$ cat src/rtl/ram_arbiter_pkg.sv
// Shared definitions for the two-port RAM arbiter: RAM control pin positions,
// FSM state encoding and the latched transaction record.
package ram_arbiter_pkg;

  // Bit positions within ram_ctrl_to_hw / ram_ctrl_from_hw
  localparam int RAM_READ_PIN  = 0;
  localparam int RAM_WRITE_PIN = 1;
  localparam int RAM_READY_PIN = 0;

  typedef enum logic [1:0] {
    ARB_IDLE  = 2'd0,
    ARB_ISSUE = 2'd1,
    ARB_DONE  = 2'd2
  } arb_state_e;

  typedef struct packed {
    logic        we;
    logic [31:0] addr;
    logic [31:0] wdata;
  } txn_t;

  function automatic logic [31:0] ctrl_word(input logic rd, input logic wr);
    logic [31:0] w;
    w                = '0;
    w[RAM_READ_PIN]  = rd;
    w[RAM_WRITE_PIN] = wr;
    return w;
  endfunction

endpackage

$ cat src/rtl/ram_arbiter_if.sv
// Requester handshakes and RAM bus of the arbiter. The slave modport is the
// arbiter's view; master is the view of whatever drives the requests and RAM.
interface ram_arbiter_if;

  logic        req0;
  logic        we0;
  logic [31:0] addr0;
  logic [31:0] wdata0;
  logic        gnt0;
  logic        done0;

  logic        req1;
  logic        we1;
  logic [31:0] addr1;
  logic [31:0] wdata1;
  logic        gnt1;
  logic        done1;

  logic [31:0] rdata;
  logic        busy;
  logic        err;

  logic [31:0] ram_ctrl_from_hw;
  logic [31:0] ram_ctrl_to_hw;
  logic [31:0] addr;
  logic [31:0] data_in;
  logic [31:0] data_out;

  modport master (
    output req0, we0, addr0, wdata0,
    output req1, we1, addr1, wdata1,
    output ram_ctrl_from_hw, data_in,
    input  gnt0, done0, gnt1, done1,
    input  rdata, busy, err,
    input  ram_ctrl_to_hw, addr, data_out
  );

  modport slave (
    input  req0, we0, addr0, wdata0,
    input  req1, we1, addr1, wdata1,
    input  ram_ctrl_from_hw, data_in,
    output gnt0, done0, gnt1, done1,
    output rdata, busy, err,
    output ram_ctrl_to_hw, addr, data_out
  );

endinterface

$ cat src/rtl/ram_arbiter_arb_pick.sv
// Combinational port selection for the arbiter: round-robin against the last
// granted port, or fixed priority with port 0 winning when RR_EN is 0.
module arb_pick #(
  parameter bit RR_EN = 1'b1
) (
  input  logic req0_i,
  input  logic req1_i,
  input  logic last_grant_i,
  output logic valid_o,
  output logic sel_o
);

  always_comb begin
    valid_o = req0_i | req1_i;
    sel_o   = 1'b0;
    if (req0_i && req1_i) begin
      sel_o = RR_EN ? ~last_grant_i : 1'b0;
    end else if (req1_i) begin
      sel_o = 1'b1;
    end
  end

endmodule

$ cat src/rtl/ram_arbiter.sv
// Two-port RAM arbiter: one transaction at a time, req/gnt/done handshake,
// registered outputs. Optional ISSUE timeout enabled by RAM_ARB_TIMEOUT_EN.
module ram_arbiter
  import ram_arbiter_pkg::*;
#(
  parameter bit          RR_EN    = 1'b1,
  parameter int unsigned MAX_WAIT = 255
) (
  input  logic          clk,
  input  logic          rst,
  ram_arbiter_if.slave  bus
);

  arb_state_e  state_q, state_d;
  logic        last_grant_q, last_grant_d;
  logic        port_q, port_d;
  txn_t        txn_q, txn_d;
  logic        gnt0_q, gnt0_d;
  logic        gnt1_q, gnt1_d;
  logic        done0_q, done0_d;
  logic        done1_q, done1_d;
  logic        busy_q, busy_d;
  logic        err_q, err_d;
  logic [31:0] rdata_q, rdata_d;
  logic [31:0] ctrl_q, ctrl_d;
  logic [31:0] addr_q, addr_d;
  logic [31:0] data_out_q, data_out_d;
`ifdef RAM_ARB_TIMEOUT_EN
  logic [7:0]  wait_q, wait_d;
`endif

  logic        pick_valid;
  logic        pick_sel;
  logic        ready;
  logic        pins_on;
  logic        finish;
  txn_t        sel_txn;
  logic        unused_bits;

  arb_pick #(
    .RR_EN (RR_EN)
  ) u_pick (
    .req0_i       (bus.req0),
    .req1_i       (bus.req1),
    .last_grant_i (last_grant_q),
    .valid_o      (pick_valid),
    .sel_o        (pick_sel)
  );

  assign ready       = bus.ram_ctrl_from_hw[RAM_READY_PIN];
  assign pins_on     = ctrl_q[RAM_READ_PIN] | ctrl_q[RAM_WRITE_PIN];
  assign unused_bits = ^{bus.ram_ctrl_from_hw, 32'(MAX_WAIT)};

  always_comb begin
    state_d      = state_q;
    last_grant_d = last_grant_q;
    port_d       = port_q;
    txn_d        = txn_q;
    gnt0_d       = 1'b0;
    gnt1_d       = 1'b0;
    done0_d      = 1'b0;
    done1_d      = 1'b0;
    err_d        = 1'b0;
    rdata_d      = rdata_q;
    ctrl_d       = '0;
    addr_d       = addr_q;
    data_out_d   = data_out_q;
    finish       = 1'b0;
`ifdef RAM_ARB_TIMEOUT_EN
    wait_d       = wait_q;
`endif
    sel_txn = pick_sel ? {bus.we1, bus.addr1, bus.wdata1}
                       : {bus.we0, bus.addr0, bus.wdata0};

    case (state_q)
      ARB_IDLE: begin
        if (pick_valid) begin
          port_d       = pick_sel;
          last_grant_d = pick_sel;
          txn_d        = sel_txn;
          gnt0_d       = ~pick_sel;
          gnt1_d       = pick_sel;
          addr_d       = sel_txn.addr;
          if (sel_txn.we) begin
            data_out_d = sel_txn.wdata;
          end
          state_d      = ARB_ISSUE;
`ifdef RAM_ARB_TIMEOUT_EN
          wait_d       = '0;
`endif
        end
      end

      // First ISSUE cycle only raises the pins; ready is honoured once
      // the pins are actually on the bus.
      ARB_ISSUE: begin
        ctrl_d = ctrl_word(~txn_q.we, txn_q.we);
        if (pins_on && ready) begin
          if (!txn_q.we) begin
            rdata_d = bus.data_in;
          end
          finish = 1'b1;
        end
`ifdef RAM_ARB_TIMEOUT_EN
        else if (!ready) begin
          wait_d = wait_q + 8'd1;
          if (wait_q == 8'(MAX_WAIT - 1)) begin
            finish = 1'b1;
            err_d  = 1'b1;
          end
        end
`endif
      end

      ARB_DONE: begin
        state_d = ARB_IDLE;
      end

      default: begin
        state_d = ARB_IDLE;
      end
    endcase

    if (finish) begin
      state_d = ARB_DONE;
      ctrl_d  = '0;
      done0_d = ~port_q;
      done1_d = port_q;
    end

    busy_d = (state_d != ARB_IDLE);
  end

  always_ff @(posedge clk or negedge rst) begin
    if (!rst) begin
      state_q      <= ARB_IDLE;
      last_grant_q <= 1'b1;
      port_q       <= 1'b0;
      txn_q        <= '0;
      gnt0_q       <= 1'b0;
      gnt1_q       <= 1'b0;
      done0_q      <= 1'b0;
      done1_q      <= 1'b0;
      busy_q       <= 1'b0;
      err_q        <= 1'b0;
      rdata_q      <= '0;
      ctrl_q       <= '0;
      addr_q       <= '0;
      data_out_q   <= '0;
`ifdef RAM_ARB_TIMEOUT_EN
      wait_q       <= '0;
`endif
    end else begin
      state_q      <= state_d;
      last_grant_q <= last_grant_d;
      port_q       <= port_d;
      txn_q        <= txn_d;
      gnt0_q       <= gnt0_d;
      gnt1_q       <= gnt1_d;
      done0_q      <= done0_d;
      done1_q      <= done1_d;
      busy_q       <= busy_d;
      err_q        <= err_d;
      rdata_q      <= rdata_d;
      ctrl_q       <= ctrl_d;
      addr_q       <= addr_d;
      data_out_q   <= data_out_d;
`ifdef RAM_ARB_TIMEOUT_EN
      wait_q       <= wait_d;
`endif
    end
  end

  assign bus.gnt0           = gnt0_q;
  assign bus.gnt1           = gnt1_q;
  assign bus.done0          = done0_q;
  assign bus.done1          = done1_q;
  assign bus.busy           = busy_q;
  assign bus.err            = err_q;
  assign bus.rdata          = rdata_q;
  assign bus.ram_ctrl_to_hw = ctrl_q;
  assign bus.addr           = addr_q;
  assign bus.data_out       = data_out_q;

endmodule

$ cat src/flat_wrapper.sv
// flat-port wrapper written by rule: the top's interface ports become plain ports
module ram_arbiter_flat import ram_arbiter_pkg::*;
#(
  parameter bit          RR_EN    = 1'b1,
  parameter int unsigned MAX_WAIT = 255
)
  (clk, rst, bus_req0, bus_we0, bus_addr0, bus_wdata0, bus_req1, bus_we1, bus_addr1, bus_wdata1, bus_ram_ctrl_from_hw, bus_data_in, bus_gnt0, bus_done0, bus_gnt1, bus_done1, bus_rdata, bus_busy, bus_err, bus_ram_ctrl_to_hw, bus_addr, bus_data_out);
  ram_arbiter_if bus_i ();
  input  logic clk;
  input  logic rst;
  input wire logic [$bits(bus_i.req0)-1:0] bus_req0;
  input wire logic [$bits(bus_i.we0)-1:0] bus_we0;
  input wire logic [$bits(bus_i.addr0)-1:0] bus_addr0;
  input wire logic [$bits(bus_i.wdata0)-1:0] bus_wdata0;
  input wire logic [$bits(bus_i.req1)-1:0] bus_req1;
  input wire logic [$bits(bus_i.we1)-1:0] bus_we1;
  input wire logic [$bits(bus_i.addr1)-1:0] bus_addr1;
  input wire logic [$bits(bus_i.wdata1)-1:0] bus_wdata1;
  input wire logic [$bits(bus_i.ram_ctrl_from_hw)-1:0] bus_ram_ctrl_from_hw;
  input wire logic [$bits(bus_i.data_in)-1:0] bus_data_in;
  output wire logic [$bits(bus_i.gnt0)-1:0] bus_gnt0;
  output wire logic [$bits(bus_i.done0)-1:0] bus_done0;
  output wire logic [$bits(bus_i.gnt1)-1:0] bus_gnt1;
  output wire logic [$bits(bus_i.done1)-1:0] bus_done1;
  output wire logic [$bits(bus_i.rdata)-1:0] bus_rdata;
  output wire logic [$bits(bus_i.busy)-1:0] bus_busy;
  output wire logic [$bits(bus_i.err)-1:0] bus_err;
  output wire logic [$bits(bus_i.ram_ctrl_to_hw)-1:0] bus_ram_ctrl_to_hw;
  output wire logic [$bits(bus_i.addr)-1:0] bus_addr;
  output wire logic [$bits(bus_i.data_out)-1:0] bus_data_out;
  assign bus_i.req0 = bus_req0;
  assign bus_i.we0 = bus_we0;
  assign bus_i.addr0 = bus_addr0;
  assign bus_i.wdata0 = bus_wdata0;
  assign bus_i.req1 = bus_req1;
  assign bus_i.we1 = bus_we1;
  assign bus_i.addr1 = bus_addr1;
  assign bus_i.wdata1 = bus_wdata1;
  assign bus_i.ram_ctrl_from_hw = bus_ram_ctrl_from_hw;
  assign bus_i.data_in = bus_data_in;
  assign bus_gnt0 = bus_i.gnt0;
  assign bus_done0 = bus_i.done0;
  assign bus_gnt1 = bus_i.gnt1;
  assign bus_done1 = bus_i.done1;
  assign bus_rdata = bus_i.rdata;
  assign bus_busy = bus_i.busy;
  assign bus_err = bus_i.err;
  assign bus_ram_ctrl_to_hw = bus_i.ram_ctrl_to_hw;
  assign bus_addr = bus_i.addr;
  assign bus_data_out = bus_i.data_out;
  ram_arbiter #(.RR_EN(RR_EN), .MAX_WAIT(MAX_WAIT)) u_core (.clk(clk), .rst(rst), .bus(bus_i));
endmodule
$ cat config.mk
export PLATFORM = sky130hd
export DESIGN_NAME = ram_arbiter_flat
export DESIGN_NICKNAME = d
export VERILOG_FILES = /design/src/rtl/ram_arbiter_pkg.sv /design/src/rtl/ram_arbiter_if.sv /design/src/rtl/ram_arbiter_arb_pick.sv /design/src/rtl/ram_arbiter.sv /design/src/flat_wrapper.sv
export SDC_FILE = /design/constraint.sdc
export NUM_CORES = 1
export LEC_CHECK = 0
export BUFFER_PORTS_ARGS = -buffer_cell sky130_fd_sc_hd__buf_2
export CORE_AREA = 2 2 127 129
export CTS_CLUSTER_SIZE = 12
export DETAILED_ROUTE_END_ITERATION = 6
export DIE_AREA = 0 0 129 131
export GPL_ROUTABILITY_DRIVEN = 0
export GPL_TIMING_DRIVEN = 0
export PLACE_DENSITY = 0.71
export SYNTH_ARGS = -nofsm -noshare
export SYNTH_HDL_FRONTEND = slang
export SYNTH_SLANG_ARGS = --single-unit
$ cat constraint.sdc
create_clock -name clk -period 1.6 [get_ports clk]
set_clock_uncertainty 0.05 [all_clocks]
set_input_delay 0.16 -clock clk [delete_from_list [all_inputs] [get_ports clk]]
set_output_delay 0.16 -clock clk [all_outputs]
set_load 0.01 [all_outputs]
==> flow_metrics.env <==
export IMPL_totalWireLength_um=16400
export IMPL_grt_max_degree=59
export IMPL_dp_hpwl_um=10400
export IMPL_clockBufferDepth=2
export IMPL_yosys_top_cells_area="dfrtp_1 56%, mux2_4 9.5%, a2bb2oi_1 5.9%, buf_4 5.5%, nand2_1 5.4%"
export IMPL_design_area_um2=8370
export IMPL_ant_nets=0
export IMPL_worstHoldStart="bus_data_in[27]"
export IMPL_port_buffers=269
export IMPL_finalCriticalPeriod_ns=1.65
export IMPL_cts_root_buffer="clkbuf_16"
export IMPL_tritoncts="done"
export IMPL_min_path_type="input pin to flip-flop"
export IMPL_relSlewSlack=0.555
export IMPL_worstMarginPinSlew_ns=0.667
export IMPL_ys_flop_type="dfrtp_1"
export IMPL_critPathKind="flip-flop to flip-flop"
export IMPL_synth_top_area_frac=0.565
export IMPL_reg2reg_from="u_core.state_q[1]$_DFF_PN0_"
export IMPL_fp_dieW_um=129
export IMPL_hold_path_cell_count=2
export IMPL_routedWlPerCell_um=16.0
export IMPL_r2r_end="u_core.bus.addr[24]$_DFFE_PN0P_"
export IMPL_viasPerCell=4.54
export IMPL_powerDensity_nw_per_um2=1710
export IMPL_critPathLaunchType="flip-flop"
export IMPL_post_synth_top_area_cell="dfrtp_1"
export IMPL_drive_gt1_frac=0.556
export IMPL_cts_num_sinks=108
export IMPL_design_portCount=332
export IMPL_track_usage=0.181
export IMPL_maxSlewViolCount=0
export IMPL_clock_fmax_mhz=607
export IMPL_synth_edf_count=0
export IMPL_cp_max_fo=10
export IMPL_end_kind="flip-flop"
export IMPL_arrival_ns=1.84
export IMPL_placed_area_um2=6500
export IMPL_finalNetCount=1001
export IMPL_layout_commonest_cell="buf_2"
export IMPL_numCtsBuffers=9
export IMPL_outcome="complete, but fails checks"
export IMPL_r2r_slack_ns=-0.05
export IMPL_areaGrowthSynthToFinish_pct=76.6
export IMPL_vias=4657
export IMPL_p_leak_nw=4.27
export IMPL_initial_core_util=0.304
export IMPL_fin_crit_sh=1.03
export IMPL_drt_iter0_drc=171
export IMPL_required_ns=1.79
export IMPL_synthCells=384
export IMPL_syn_avg_cell_area_um2=12.3
export IMPL_htree_levels=3
export IMPL_tns_ns=-1.89
export IMPL_die_h_um=131
export IMPL_hold_viol=0
export IMPL_placementRows=46
export IMPL_fin_hold_ws_ns=0.0259
export IMPL_finalWorstSetupSlack_ns=-0.0479
export IMPL_drt_drc_violations_left=0
export IMPL_dieArea_um2=16900
export IMPL_ys_warn_count=0
export IMPL_antenna_found_initial=1
export IMPL_vdd_ir_drop_worst_uv=833
export IMPL_grt_pass1_vias=4733
export IMPL_rsz0062_at_grt="true"
export IMPL_grt_pass1_wl_um=23700
export IMPL_coreArea_um2=15600
export IMPL_overflow=0
export IMPL_place_ws_ns=-0.301
export IMPL_synth_seq_cells=108
export IMPL_final_cell_mix="273 x buf_2, 107 x dfrtp_1, 91 x dlygate4sd3_1, 67 x nand2_1, 44 x buf_4"
export IMPL_synth_distinct_cells=33
export IMPL_violations="setup timing"
export IMPL_finalSetupViolations=55
export IMPL_synthArstFlopShare=1.00
export IMPL_ys_seq_area_frac=0.570
export IMPL_synth_area_um2=4740
export IMPL_holdPathEnd="u_core.bus.rdata[27]$_DFFE_PN0P_"
export IMPL_cts_reportedPaths_clkPinSlew_ns=0.08
export IMPL_maxCapViolCount=0
export IMPL_worstSkewPairLatency_ns=0.34
export IMPL_finalPower_mw=14.3
export IMPL_rr_worst_depth=6
export IMPL_drt_pass1_iter_count=4
[through the flow]
stage,utilization,std cells
floorplan,-,414
global placement,0.415,899
detailed placement,0.417,900
CTS,0.513,1017
global route,0.537,1025
finish,0.537,1025
[worst max path at each step]
stage	cells past startpoint	slack, ns	startpoint	endpoint
after floorplan	5	0.006	u_core.state_q[1]$_DFF_PN0_	u_core.bus.rdata[0]$_DFFE_PN0P_
after global placement	1	-0.92	rst	u_core.bus.addr[3]$_DFFE_PN0P_
after detailed placement	5	-0.30	u_core.state_q[1]$_DFF_PN0_	u_core.bus.addr[11]$_DFFE_PN0P_
after CTS	6	-0.05	u_core.state_q[0]$_DFF_PN0_	u_core.bus.addr[30]$_DFFE_PN0P_
after global routing	6	-0.12	u_core.state_q[1]$_DFF_PN0_	u_core.bus.addr[22]$_DFFE_PN0P_
final	6	-0.05	u_core.state_q[1]$_DFF_PN0_	u_core.bus.addr[24]$_DFFE_PN0P_
[power breakdown]
part	switching [mW]	leakage, nW	internal [mW]
registers	0.856	1.27	4.08
logic	3.17	2.84	3.79
clock network	1.01	0.150	1.38
total	5.04	4.27	9.25
[kinds of logic (layout without fill, tap and decap cells)]
family                 count (synthesis)  after routing  synth area share
multiplexers                          33             33             0.102
buffers and inverters                 57            450            0.0895
other                                  1             32          0.000791
flip-flops                           108            108             0.570
AND/OR/NAND/NOR                       81             81            0.0702
AO/OA/AOI/OAI                        104            105             0.167
[state kept, by name, summed over array words and instances (netlist names)]
register                   count
u_core.bus.rdata              32
u_core.port_q                  1
u_core.bus.addr               32
u_core.bus.data_out           32
u_core.bus.gnt1                1
u_core.bus.done1               1
u_core.state_q                 2
u_core.last_grant_q            1
u_core.bus.gnt0                1
u_core.bus.busy                1
u_core.bus.done0               1
u_core.txn_q                   1
u_core.bus.ram_ctrl_to_hw      2
[cell usage after synthesis, types with 4 or more instances]
| cell | number |
|---|---|
| dfrtp_1 | 107 |
| nand2_1 | 68 |
| buf_4 | 35 |
| a2bb2oi_1 | 32 |
| o22ai_1 | 32 |
| a22oi_1 | 31 |
| mux2_4 | 30 |
| clkbuf_1 | 7 |
| buf_2 | 6 |
| nor2_1 | 4 |
[critical path, cell delays in order (launching register included)]
cell and delay, ns:
dfrtp_1 0.39, or2_4 0.31, or2_4 0.25, buf_6 0.13, buf_8 0.15, a22oi_1 0.18
nand2_1 0.07
[cell type report]
class / instances / area (µm²)
antenna: 1 / 2.50
buffer: 56 / 494
clock buffer: 11 / 233
clock inverter: 5 / 85.1
fill: 1263 / 7230
multi-input combinational: 250 / 2050
sequential: 108 / 2700
tap: 216 / 270
timing repair buffer: 378 / 2530
[routing by layer]
metal	up-vias	GRT usage	routed length, µm
met5	-	0	0
li1	2168	-	-
met1	2219	0.216	6460
met2	238	0.306	8240
met4	0	0.0863	428
met3	32	0.0464	1270
[timing repair]
item                       in CTS  in global routing
cloned                          3                  4
resized for setup              37                 57
pin swaps                       5                  7
setup endpoints to repair      92                 93
hold buffers                   90                  1
hold endpoints to repair      109                  1
buffers inserted                8                  3
Power figures use the tool's default switching activity.
